File: config.mk
export PLATFORM = sky130hd
export DESIGN_NAME = wx_alias_filter
export DESIGN_NICKNAME = d
export VERILOG_FILES = /design/src/rtl/wx_alias_filter.sv
export SDC_FILE = /design/constraint.sdc
export NUM_CORES = 1
export LEC_CHECK = 0
export CORE_MARGIN = 2
export CORE_UTILIZATION = 25
export DETAILED_ROUTE_END_ITERATION = 7
export PLACE_DENSITY = 0.41
export SLEW_MARGIN = 10
export SYNTH_ARGS = -nofsm -noshare
export SYNTH_HDL_FRONTEND = slang
export SYNTH_SLANG_ARGS = --single-unit
File: constraint.sdc
create_clock -name clk -period 14.86 [get_ports clk]
set_input_delay 2.972 -clock clk [delete_from_list [all_inputs] [get_ports clk]]
set_output_delay 2.972 -clock clk [all_outputs]
set_load 0.005 [all_outputs]
File: src/rtl/wx_alias_filter.sv
// wx_alias_filter
//   Merged W^X tracker and store guard. ITLB fills with X=1 record executable
//   physical pages (4 KiB pages or 4 MiB megapages); up to NPORT store
//   addresses per cycle are checked against them, with the verdict one cycle
//   later. Supports selective/global flush, a sticky overflow fail-safe, a
//   sticky boot lock and logging of denied stores.
//
// Ports
//   clk, rst_n             clock, asynchronous active-low reset
//   lock_i, override_i     boot lock request / pre-lock write override
//   ins_valid_i/ppn/mega   executable fill to track
//   flush_all_i            drop all entries and clear overflow
//   flush_pg_i/ppn         drop entries covering flush_ppn_i
//   wr_valid_i, wr_addr_i  per-port store check requests (port p at [p*PA_W +: PA_W])
//   rsp_valid_o, wr_allow_o per-port verdict, one cycle after the request
//   locked_o, overflow_o   sticky lock and fail-safe state
//   occupancy_o            number of valid entries
//   viol_cnt_o, viol_addr_o saturating denial count / PA of latest denial
module wx_alias_filter #(
    parameter int PA_W      = 32,
    parameter int PG_SHIFT  = 12,
    parameter int MEGA_BITS = 10,
    parameter int N         = 16,
    parameter int NPORT     = 2,
    parameter int CNT_W     = 16
) (
    input  logic                        clk,
    input  logic                        rst_n,
    input  logic                        lock_i,
    input  logic                        override_i,
    input  logic                        ins_valid_i,
    input  logic [PA_W-PG_SHIFT-1:0]    ins_ppn_i,
    input  logic                        ins_mega_i,
    input  logic                        flush_all_i,
    input  logic                        flush_pg_i,
    input  logic [PA_W-PG_SHIFT-1:0]    flush_ppn_i,
    input  logic [NPORT-1:0]            wr_valid_i,
    input  logic [NPORT*PA_W-1:0]       wr_addr_i,
    output logic [NPORT-1:0]            rsp_valid_o,
    output logic [NPORT-1:0]            wr_allow_o,
    output logic                        locked_o,
    output logic                        overflow_o,
    output logic [$clog2(N+1)-1:0]      occupancy_o,
    output logic [CNT_W-1:0]            viol_cnt_o,
    output logic [PA_W-1:0]             viol_addr_o
);

    localparam int PPN_W  = PA_W - PG_SHIFT;
    localparam int OCC_W  = $clog2(N+1);
    localparam int SLOT_W = $clog2(N);

    // A megapage entry ignores the low MEGA_BITS of the PPN.
    function automatic logic hit_f(input logic v, input logic mega,
                                   input logic [PPN_W-1:0] ep, input logic [PPN_W-1:0] q);
        if (!v)
            return 1'b0;
        if (mega)
            return ep[PPN_W-1:MEGA_BITS] == q[PPN_W-1:MEGA_BITS];
        return ep == q;
    endfunction

    function automatic logic [CNT_W-1:0] sat_add(input logic [CNT_W-1:0] cnt,
                                                 input logic [CNT_W:0]   inc);
        logic [CNT_W:0] s;
        s = {1'b0, cnt} + inc;
        return s[CNT_W] ? {CNT_W{1'b1}} : s[CNT_W-1:0];
    endfunction

    // Tracker state
    logic [N-1:0]       r_valid;
    logic [N-1:0]       r_mega;
    logic [PPN_W-1:0]   r_ppn [N];
    logic               r_overflow;
    logic               r_locked;
    logic [OCC_W-1:0]   r_occ;

    // Response / log state
    logic [NPORT-1:0]   r_rsp_valid;
    logic [NPORT-1:0]   r_allow;
    logic [CNT_W-1:0]   r_viol_cnt;
    logic [PA_W-1:0]    r_viol_addr;

    // Check path
    logic               w_eff_override;
    logic [NPORT-1:0]   w_hit;
    logic [NPORT-1:0]   w_deny;
    logic [CNT_W:0]     w_deny_cnt;
    logic [PA_W-1:0]    w_deny_addr;
    logic [PPN_W-1:0]   w_port_ppn [NPORT];

    // Update path
    logic [N-1:0]       w_valid_flush;
    logic [N-1:0]       w_valid_fin;
    logic               w_covered;
    logic               w_slot_found;
    logic [SLOT_W-1:0]  w_slot;
    logic               w_ins_write;
    logic               w_overflow_nxt;
    logic [OCC_W-1:0]   w_occ_nxt;

    // ---- Stage 0: check requests against entries as they stood at the start of the cycle.
    // A same-cycle fill is bypassed in; a same-cycle flush is deliberately ignored so the
    // answer only ever errs towards denial.
    always_comb begin
        w_eff_override = override_i & ~r_locked & ~lock_i;
        w_hit          = '0;
        w_deny         = '0;
        w_deny_cnt     = '0;
        w_deny_addr    = r_viol_addr;
        for (int p = 0; p < NPORT; p++) begin
            w_port_ppn[p] = wr_addr_i[p*PA_W+PG_SHIFT +: PPN_W];
            for (int e = 0; e < N; e++)
                if (hit_f(r_valid[e], r_mega[e], r_ppn[e], w_port_ppn[p]))
                    w_hit[p] = 1'b1;
            if (hit_f(ins_valid_i, ins_mega_i, ins_ppn_i, w_port_ppn[p]))
                w_hit[p] = 1'b1;
            w_deny[p]  = wr_valid_i[p] & (w_hit[p] | r_overflow) & ~w_eff_override;
            w_deny_cnt = w_deny_cnt + (CNT_W+1)'(w_deny[p]);
        end
        // Descending scan so the lowest denied port wins.
        for (int p = NPORT-1; p >= 0; p--)
            if (w_deny[p])
                w_deny_addr = wr_addr_i[p*PA_W +: PA_W];
    end

    // Flush first, then insert into the post-flush view of the table.
    always_comb begin
        w_valid_flush = r_valid;
        if (flush_all_i)
            w_valid_flush = '0;
        else if (flush_pg_i)
            for (int e = 0; e < N; e++)
                if (hit_f(r_valid[e], r_mega[e], r_ppn[e], flush_ppn_i))
                    w_valid_flush[e] = 1'b0;

        w_covered = 1'b0;
        for (int e = 0; e < N; e++)
            if (r_mega[e] == ins_mega_i && hit_f(w_valid_flush[e], r_mega[e], r_ppn[e], ins_ppn_i))
                w_covered = 1'b1;

        w_slot_found = 1'b0;
        w_slot       = '0;
        for (int e = N-1; e >= 0; e--)
            if (!w_valid_flush[e]) begin
                w_slot_found = 1'b1;
                w_slot       = SLOT_W'(e);
            end

        w_ins_write    = ins_valid_i & ~w_covered & w_slot_found;
        w_overflow_nxt = (r_overflow & ~flush_all_i) | (ins_valid_i & ~w_covered & ~w_slot_found);

        w_valid_fin = w_valid_flush;
        w_occ_nxt   = '0;
        for (int e = 0; e < N; e++) begin
            if (w_ins_write && w_slot == SLOT_W'(e))
                w_valid_fin[e] = 1'b1;
            w_occ_nxt = w_occ_nxt + OCC_W'(w_valid_fin[e]);
        end
    end

    // ---- Stage 1: registered verdicts, log and tracker control.
    always_ff @(posedge clk or negedge rst_n) begin
        if (!rst_n) begin
            r_valid     <= '0;
            r_overflow  <= 1'b0;
            r_locked    <= 1'b0;
            r_occ       <= '0;
            r_rsp_valid <= '0;
            r_allow     <= '0;
            r_viol_cnt  <= '0;
            r_viol_addr <= '0;
        end else begin
            r_valid     <= w_valid_fin;
            r_overflow  <= w_overflow_nxt;
            r_locked    <= r_locked | lock_i;
            r_occ       <= w_occ_nxt;
            r_rsp_valid <= wr_valid_i;
            r_allow     <= wr_valid_i & ~w_deny;
            r_viol_cnt  <= sat_add(r_viol_cnt, w_deny_cnt);
            r_viol_addr <= w_deny_addr;
        end
    end

    // Entry payload is only meaningful under its valid bit, so it carries no reset.
    always_ff @(posedge clk) begin
        if (w_ins_write) begin
            r_ppn[w_slot]  <= ins_ppn_i;
            r_mega[w_slot] <= ins_mega_i;
        end
    end

    assign rsp_valid_o = r_rsp_valid;
    assign wr_allow_o  = r_allow;
    assign locked_o    = r_locked;
    assign overflow_o  = r_overflow;
    assign occupancy_o = r_occ;
    assign viol_cnt_o  = r_viol_cnt;
    assign viol_addr_o = r_viol_addr;

endmodule

==> impl_metrics.py, run 1 <==
metrics = {
    "finish": {
        "final_common_cell": "xnor2_1",
        "final_net_count": 2978,
        "drive_gt1_frac": 0.104,
        "final_area_um2": 35200,
        "area_growth_pct": 16.8,
        "instances_no_fill": 4505,
        "mostFrequentLayoutCells": "678 x xnor2_1, 667 x xor2_1, 336 x edfxtp_1, 184 x nor4_1, 148 x nand4_1",
    },
    "global_routing": {
        "antenna_found_initial": 6,
        "grt_max_degree": 56,
        "track_usage": 0.217,
        "grt_overflow": 0,
        "grt_pass1_wl_um": 189000,
        "grt_pass1_vias": 23200,
    },
    "place": {
        "dpl_worst_slack_ns": 4.45,
        "finalWeightedCongestion": 0.907,
        "portBuffers": 172,
        "placed_area_um2": 33400,
        "dpl.hpwl_um": 89400,
        "dp_cells": 4403,
    },
    "die": {
        "coreArea_um2": 120000,
        "start_util": 0.251,
        "die-area_um2": 123000,
        "rows": 127,
        "top_level_ports": 173,
        "fp.dieW_um": 351,
        "die_h_um": 351,
    },
    "worst_hold_path": {
        "min_path_cells": 2,
        "hold_start": "locked_o",
        "hold_path.class": "flip-flop to flip-flop",
    },
    "cts": {
        "ctsHoldBuffers": 0,
        "root_buffer": "clkbuf_16",
        "cts_tree": "done",
        "cts-resized-gates": 0,
        "cts.sinks": 411,
        "clkTransAtPathRegs_ns": 0.06,
        "h-tree-depth": 2,
        "post_cts.repair.setup_buffers": 0,
        "clock_path_buffers": 3,
        "cts_buffers": 54,
        "clk_latency_ns": 0.65,
    },
    "detailed_routing": {
        "avgViaCountPerCell": 5.11,
        "wl_per_cell_um": 30.3,
        "wirelength_um": 137000,
        "firstDrtPassIters": 5,
        "drcViolationCount": 0,
        "drtAntennaViolNets": 0,
        "drt-initial-drc-count": 2081,
        "num_vias": 23000,
    },
    "timing": {
        "finClkSkew_ns": 0.0300,
        "hold_viol_final": 0,
        "period_share": 0.666,
        "setup_ws_ns": 4.96,
        "tns_ns": 0,
        "min_period_ns": 9.90,
        "fmax_ghz": 0.101,
        "rsz0062_at_grt": "no",
        "timing.final.max_slew_violations": 0,
        "relSlewSlack": 0.00902,
        "finalSetupViolations": 0,
        "worst_pin_slew_ns": 1.47,
    },
    "logic_synthesis": {
        "synth.avg_cell_area_um2": 11.0,
        "synth_top_area_cell": "edfxtp_1",
        "synth.area.top_cells": "edfxtp_1 33%, xnor2_1 20%, xor2_1 19%",
        "synth.top_cell.area_share": 0.335,
        "syn_nets": 2865,
        "yosys_warnings": 0,
        "ys.flop_type": "edfxtp_1",
        "ys_seq_elements": 411,
        "synth_area_um2": 30100,
        "synth_cell_type_count": 65,
        "yosysSeqAreaShare": 0.397,
        "synth-edff-count": 336,
        "synthCells": 2734,
        "synth-async-reset-ratio": 0.182,
    },
    "critical_path": {
        "reg2reg_depth": 21,
        "crit_end": "occupancy_o[4]",
        "worst-setup-path-type": "input port to flip-flop",
        "required_ns": 15.39,
        "crit_path_end_kind": "flip-flop",
        "cp-startpoint": "flush_ppn_i[5]",
        "crit_path_start_kind": "input port",
        "r2r_start": "r_ppn[13][8]",
        "rrSetupSlack_ns": 7.66,
        "regToRegEndpoint": "occupancy_o[4]",
        "worstPathMaxFanout": 16,
        "critPathArrivalTime_ns": 10.43,
    },
    "power": {
        "static-leakage-power_nw": 11.4,
        "vdd_drop_max_v": 0.0000818,
        "p_per_area_nw_per_um2": 90.6,
    },
    "flow_run": {
        "max-cap-violations": 1,
    },
    "run_status": {
        "status": "finished with violations",
        "failed_checks": "capacitance limit",
    },
}
sequential cells by signal, indices dropped and copies added (netlist names):
register and count:
locked_o 1, occupancy_o 5, overflow_o 1, viol_cnt_o 16
viol_addr_o 32, rsp_valid_o 2, r_ppn 320, r_valid 16
r_mega 16, wr_allow_o 2
critical path, cell delays in order:
cell and delay, ns:
clkdlybuf4s50_1 0.47, buf_4 0.38, xnor2_1 0.16, nand4_1 0.13, nor4_1 0.74, o21ai_0 0.46
o2111ai_1 0.24, a21oi_1 0.15, o211ai_1 0.87, o21bai_1 0.47, o22ai_1 0.27, fa_1 0.54
inv_1 0.06, fa_1 0.53, inv_1 0.05, fa_1 0.48, inv_1 0.05, fa_1 0.47
inv_1 0.04, ha_1 0.22, fa_1 0.46, a21oi_1 0.14, nor2b_1 0.06
kinds of logic after synthesis:
group	Yosys count	share of synthesized area
buf+inv	234	0.0389
simple gates	518	0.101
fa+ha+maj	17	0.00980
mux	65	0.0243
flops	411	0.397
xor+xnor	1345	0.391
compound gates	144	0.0377
synthesized netlist by cell type (3+ instances only):
cell type,instances
o21bai_1,3
edfxtp_1,336
o22ai_1,6
dfrtp_1,75
buf_6,11
and3_1,8
a41oi_1,49
nor2b_1,4
o21ai_0,15
a21oi_1,7
or4_1,3
nor3_1,43
and2_1,3
fa_1,11
o21a_1,5
nor2_1,24
o41ai_1,3
mux2_2,65
nand4_1,148
a31oi_1,3
buf_1,11
ha_1,6
nand2b_1,7
o211ai_1,6
nand3_1,42
nor4_1,184
nor3b_1,6
o21ai_1,6
o31ai_1,5
nand2_1,29
o2111ai_1,8
o31a_1,3
or3_1,10
buf_2,148
clkbuf_1,32
xnor2_1,678
inv_1,24
buf_4,7
xor2_1,667
per-stage QoR:
step	total power [W]	hold slack [ns]	util
3_3_place_gp	0.00186	0.471	0.279
3_5_place_dp	0.00186	0.462	0.279
4_1_cts	0.00323	0.477	0.294
2_1_floorplan	0.00163	0.462	-
5_1_grt	0.00330	0.501	0.294
6_report	0.00319	0.471	0.294
cell type report:
class                   count  area [µm²]
inverters                  25        93.8
clock buffers              72        1490
clock inverters            29         300
fillers                 12300       84600
repair buffers            266        2260
diodes                      1        2.50
well taps                1612        2020
multi-input cells        2089       17000
flip-flops and latches    411       12000
how the worst min path moves through the flow:
stage	end	slack, ns
2_1_floorplan	locked_o	0.46
3_3_place_gp	locked_o	0.47
3_5_place_dp	locked_o	0.46
4_1_cts	locked_o	0.48
5_1_grt	locked_o	0.50
6_report	locked_o	0.47
metal layers:
layer / global-route usage / share of wire / vias up
li1: - / - / 9816
met1: 0.299 / 0.44 / 11900
met2: 0.340 / 0.45 / 1043
met3: 0.0383 / 0.073 / 264
met4: 0.0762 / 0.036 / 4
met5: 0 / 0.00020 / -
power by group:
part,internal [W],total [W],switching [W]
logic,0.000215,0.000529,0.000314
clock network,0.000790,0.00135,0.000560
registers,0.00128,0.00131,0.0000298
total,0.00229,0.00319,0.000903
Power figures use the tool's default switching activity.
==> run 2, diff against run 1 <==
==> constraint.sdc (replaced) <==
create_clock -name clk -period 9.36 [get_ports clk]
set_input_delay 1.872 -clock clk [delete_from_list [all_inputs] [get_ports clk]]
set_output_delay 1.872 -clock clk [all_outputs]
set_load 0.005 [all_outputs]
==> run 2 against run 1 <==
Net effect: the flow now finishes without violations; sequential share of layout area down 0.81 points; critical path depth up 1; sequential power increased by 59%; cell area increased by 2.4%; total power increased by 58%; highest routed layer unchanged.
==> impl_metrics.py, run 2 (synthesized netlist as in run 1, its figures left out) <==
metrics = {
    "run_status": {
        "status": "finished clean",
    },
    "finish": {
        "final_area_um2": 36000,
        "regMostFlops": "r_ppn",
        "fin_util": 0.301,
        "final_net_count": 3076,
        "num_antenna_cells": 0,
        "area_growth_pct": 19.6,
        "largest_reg_flops": 320,
        "drive_gt1_frac": 0.130,
        "multi_input_area_um2": 17000,
        "nFillCells": 12300,
        "final_common_cell": "xnor2_1",
        "instances_no_fill": 4601,
        "regArea_um2": 12000,
        "mostFrequentLayoutCells": "678 x xnor2_1, 667 x xor2_1, 336 x edfxtp_1, 184 x nor4_1, 177 x buf_4",
    },
    "global_routing": {
        "antenna_found_initial": 5,
        "grt_pass1_vias": 23300,
        "grt_overflow": 0,
        "grt_max_degree": 45,
        "grt_pass1_wl_um": 193000,
        "track_usage": 0.223,
    },
    "critical_path": {
        "worstPathMaxFanout": 12,
        "crit_path_end_kind": "flip-flop",
        "worst-setup-path-type": "input port to flip-flop",
        "critPathTopFamily": "adder cells",
        "critPathArrivalTime_ns": 8.67,
        "required_ns": 9.92,
        "cp_slowest_cell": "o41ai_2",
        "slowest_delay_ns": 0.53,
        "reg2reg_depth": 20,
        "rrSetupSlack_ns": 2.75,
        "worst-path-buf-inv": 8,
        "crit_top_cell": "buf_4",
        "crit_path_start_kind": "input port",
        "cp_cell_sequence": "clkdlybuf4s50_1, buf_4, buf_4, xor2_1, nor4_1, a41oi_1, o41ai_2, buf_4, nor2_1, o21ai_0, o211ai_1, buf_4, or2_2, o21ai_1, buf_4, fa_1, fa_1, inv_1, fa_1, inv_1, ha_1, fa_1, a21oi_1, nor2b_1",
        "regToRegEndpoint": "occupancy_o[4]",
        "r2r_start": "r_ppn[5][7]",
    },
    "timing": {
        "hold_viol_final": 0,
        "min_period_ns": 8.10,
        "fmax_ghz": 0.123,
        "finalSetupViolations": 0,
        "rsz0062_at_grt": "no",
        "timing.final.max_slew_violations": 0,
        "worst_pin_slew_ns": 1.18,
        "tns_ns": 0,
        "finClkSkew_ns": 0.0336,
        "setup_ws_ns": 1.26,
        "relSlewSlack": 0.211,
        "period_share": 0.866,
    },
    "detailed_routing": {
        "drt-initial-drc-count": 2481,
        "drtAntennaViolNets": 0,
        "wirelength_um": 141000,
        "drcViolationCount": 0,
        "wl_per_cell_um": 30.5,
        "firstDrtPassIters": 5,
        "avgViaCountPerCell": 5.12,
        "num_vias": 23600,
    },
    "die": {
        "start_util": 0.251,
        "die_h_um": 351,
        "coreArea_um2": 120000,
        "top_level_ports": 173,
        "die-area_um2": 123000,
        "rows": 127,
        "fp.dieW_um": 351,
    },
    "power": {
        "p_sw_w": 0.00146,
        "clockPowerShare": 0.412,
        "p_int_w": 0.00357,
        "p_sw_frac": 0.290,
        "vdd_drop_max_v": 0.000134,
        "pwr-share-comb": 0.174,
        "static-leakage-power_nw": 12.0,
        "seq_power_share": 0.414,
        "p_per_area_nw_per_um2": 140,
    },
    "place": {
        "finalWeightedCongestion": 0.920,
        "dpl_worst_slack_ns": 0.683,
        "dpl.hpwl_um": 98600,
        "dp_cells": 4502,
        "portBuffers": 172,
        "placed_area_um2": 34300,
    },
    "flow_run": {
        "max-cap-violations": 0,
    },
    "cts": {
        "root_buffer": "clkbuf_16",
        "cts-resized-gates": 0,
        "clk_latency_ns": 0.69,
        "clkTransAtPathRegs_ns": 0.06,
        "cts_tree": "done",
        "ctsHoldBuffers": 0,
        "cts.sinks": 411,
        "cts_buffers": 53,
        "h-tree-depth": 2,
        "clock_path_buffers": 3,
        "post_cts.repair.setup_buffers": 0,
    },
    "worst_hold_path": {
        "worstHoldEndpoint": "locked_o",
        "hold_start": "locked_o",
        "min_path_cells": 2,
        "hold_path.class": "flip-flop to flip-flop",
    },
}
run 2: changes by cell type in the layout (fill, tap and decap cells not counted), sizes merged:
cell	change
bufinv	-1
inv	-1
clkinvlp	-2
clkinv	+2
buf	+99
diode	-1
run 2: per-layer routing:
layer / part of all wire / track usage / vias to the layer above
li1: - / - / 10000
met1: 0.44 / 0.307 / 12100
met2: 0.45 / 0.357 / 1155
met3: 0.067 / 0.0345 / 275
met4: 0.035 / 0.0727 / 2
met5: 0.000085 / 0 / -
run 2: metrics by stage:
step                      total power [W]  hold WS, ns
after floorplan                   0.00258        0.462
after global placement            0.00299        0.473
after detailed placement          0.00299        0.474
after CTS                         0.00509        0.488
after global routing              0.00520        0.523
final                             0.00503        0.480
run 2: cell type report:
class,count,area share
clock buffer,72,0.0391
sequential,411,0.332
tap,1612,0.0560
clock inverter,27,0.00788
multi-input combinational,2089,0.473
timing repair buffer,365,0.0892
inverter,25,0.00260
run 2: tightest hold or removal path: stages (launching register included):
cell and delay [ns]:
dfrtp_1 0.35, nor2_1 0.06, inv_1 0.04
run 2: how the worst max path moves through the flow:
| stage | start | end | slack, ns | cells past startpoint |
|---|---|---|---|---|
| after floorplan | flush_ppn_i[18] | occupancy_o[4] | 1.80 | 22 |
| after global placement | flush_ppn_i[10] | occupancy_o[4] | 0.55 | 22 |
| after detailed placement | flush_ppn_i[3] | occupancy_o[4] | 0.68 | 24 |
| after CTS | flush_ppn_i[3] | occupancy_o[4] | 1.37 | 24 |
| after global routing | flush_ppn_i[6] | occupancy_o[4] | 1.08 | 25 |
| final | flush_ppn_i[8] | occupancy_o[4] | 1.26 | 24 |
run 2: power groups by stage:
stage / logic (W) / registers, W / clock network [W]
floorplan: 0.000476 / 0.00211 / 0
global placement: 0.000872 / 0.00212 / 0
detailed placement: 0.000876 / 0.00212 / 0
CTS: 0.000879 / 0.00208 / 0.00213
global route: 0.000927 / 0.00208 / 0.00219
finish: 0.000878 / 0.00208 / 0.00207
==> run 3, diff against run 2 <==
--- a/config.mk
+++ b/config.mk
@@ -8,6 +8,7 @@
 export CORE_MARGIN = 2
 export CORE_UTILIZATION = 25
 export DETAILED_ROUTE_END_ITERATION = 7
+export GPL_ROUTABILITY_DRIVEN = 0
 export PLACE_DENSITY = 0.41
 export SLEW_MARGIN = 10
 export SYNTH_ARGS = -nofsm -noshare
==> run 3 against run 2 <==
Net effect: die area is the same; clock-buffer cell count grew 13; largest cell class unchanged; cell area grew 0.10%; sequential power is essentially flat.
==> impl_metrics.py, run 3 (synthesized netlist as in run 1, its figures left out) <==
metrics = {
    "cts": {
        "clk_latency_ns": 0.67,
        "cts-resized-gates": 0,
        "post_cts.repair.setup_buffers": 0,
        "ctsHoldBuffers": 0,
        "clock_path_buffers": 3,
        "h-tree-depth": 2,
        "root_buffer": "clkbuf_16",
        "clkTransAtPathRegs_ns": 0.06,
        "cts.sinks": 411,
        "cts_tree": "done",
        "cts_buffers": 54,
    },
    "timing": {
        "hold_ws_ns": 0.480,
        "fmax_ghz": 0.118,
        "finClkSkew_ns": 0.0332,
        "timing.final.max_slew_violations": 0,
        "setup_ws_ns": 0.906,
        "rsz0062_at_grt": "no",
        "worst_pin_slew_ns": 1.29,
        "period_share": 0.903,
        "hold_viol_final": 0,
        "tns_ns": 0,
        "relSlewSlack": 0.140,
        "min_period_ns": 8.45,
        "finalSetupViolations": 0,
    },
    "global_routing": {
        "grt_overflow": 0,
        "grt_pass1_wl_um": 191000,
        "antenna_found_initial": 7,
        "track_usage": 0.220,
        "grt_pass1_vias": 23300,
        "grt_max_degree": 71,
    },
    "die": {
        "fp.dieW_um": 351,
        "top_level_ports": 173,
        "rows": 127,
        "die-area_um2": 123000,
        "coreArea_um2": 120000,
        "start_util": 0.251,
        "die_h_um": 351,
    },
    "finish": {
        "regMostFlops": "r_ppn",
        "mostFrequentLayoutCells": "678 x xnor2_1, 667 x xor2_1, 336 x edfxtp_1, 185 x buf_4, 184 x nor4_1",
        "largest_reg_flops": 320,
        "area_growth_pct": 19.7,
        "final_net_count": 3080,
        "drive_gt1_frac": 0.131,
        "final_common_cell": "xnor2_1",
    },
    "place": {
        "dpl.hpwl_um": 97900,
        "dpl_worst_slack_ns": 0.387,
        "portBuffers": 172,
    },
    "worst_hold_path": {
        "hold_path.class": "flip-flop to flip-flop",
    },
    "critical_path": {
        "critPathArrivalTime_ns": 8.98,
        "crit_path_start_kind": "input port",
        "worstPathMaxFanout": 8,
        "required_ns": 9.89,
        "worst-setup-path-type": "input port to flip-flop",
        "crit_path_end_kind": "flip-flop",
    },
    "power": {
        "static-leakage-power_nw": 12.0,
        "p_per_area_nw_per_um2": 141,
        "vdd_drop_max_v": 0.000126,
    },
    "detailed_routing": {
        "drt-initial-drc-count": 2310,
        "avgViaCountPerCell": 5.08,
        "wl_per_cell_um": 30.0,
        "firstDrtPassIters": 5,
        "wirelength_um": 138000,
        "num_vias": 23400,
        "drcViolationCount": 0,
        "drtAntennaViolNets": 0,
    },
    "run_status": {
        "status": "finished clean",
    },
    "flow_run": {
        "max-cap-violations": 0,
    },
}
-- run 3: final timing paths --
path                           startpoint               to  slack (ns)  depth (start not counted)
setup / recovery           flush_ppn_i[3]   occupancy_o[4]        0.91                         22
hold / removal                   locked_o         locked_o        0.48                          2
setup reg to reg             r_ppn[15][4]   occupancy_o[4]        2.60                         21
hold reg to reg                  locked_o         locked_o        0.48                          2
max in group asynchronous           rst_n    viol_cnt_o[0]        7.17                          2
min in group asynchronous           rst_n  viol_addr_o[19]        1.03                          1
-- run 3: routing by layer --
layer  vias to the layer above  GRT usage  share of wire
met1                     12100      0.299           0.44
met3                       272     0.0354          0.066
met5                         -          0        0.00015
li1                      10000          -              -
met4                         4     0.0682          0.032
met2                      1049      0.356           0.46
-- run 3: final cells by class --
cell class | instances | area [µm²]
flip-flops and latches | 411 | 12000
multi-input cells | 2089 | 17100
repair buffers | 368 | 3180
well taps | 1612 | 2020
inverters | 25 | 93.8
clock inverters | 17 | 173
fillers | 12200 | 83700
clock buffers | 85 | 1580
diodes | 4 | 10.0
-- run 3: power breakdown --
group,leakage (nW),switching [W],internal (W)
combinational,7.13,0.000508,0.000372
clock,0.856,0.000878,0.00124
sequential,4.00,0.0000478,0.00203
total,12.0,0.00143,0.00364
-- run 3: per-stage QoR --
step	instances	util	cell area [µm²]	total power [W]
6_report	4611	0.301	36100	0.00507
3_5_place_dp	4505	0.286	34300	0.00300
5_1_grt	4607	0.301	36100	0.00525
2_1_floorplan	2734	-	30100	0.00258
3_3_place_gp	4505	0.286	34300	0.00299
4_1_cts	4607	0.301	36100	0.00513
-- run 3: critical path, stage by stage --
cell and delay (ns):
clkdlybuf4s50_1 0.82, buf_12 0.36, xor2_1 0.16, nor4_1 0.68, buf_4 0.23, o31a_1 0.15
o221ai_1 0.15, or4b_4 0.63, nor4b_4 0.44, nand4_2 0.18, o21a_1 0.23, fa_1 0.54
inv_1 0.07, fa_1 0.48, fa_1 0.52, inv_1 0.05, fa_1 0.47, inv_1 0.05
ha_1 0.22, fa_1 0.46, a21oi_1 0.14, nor2b_1 0.06
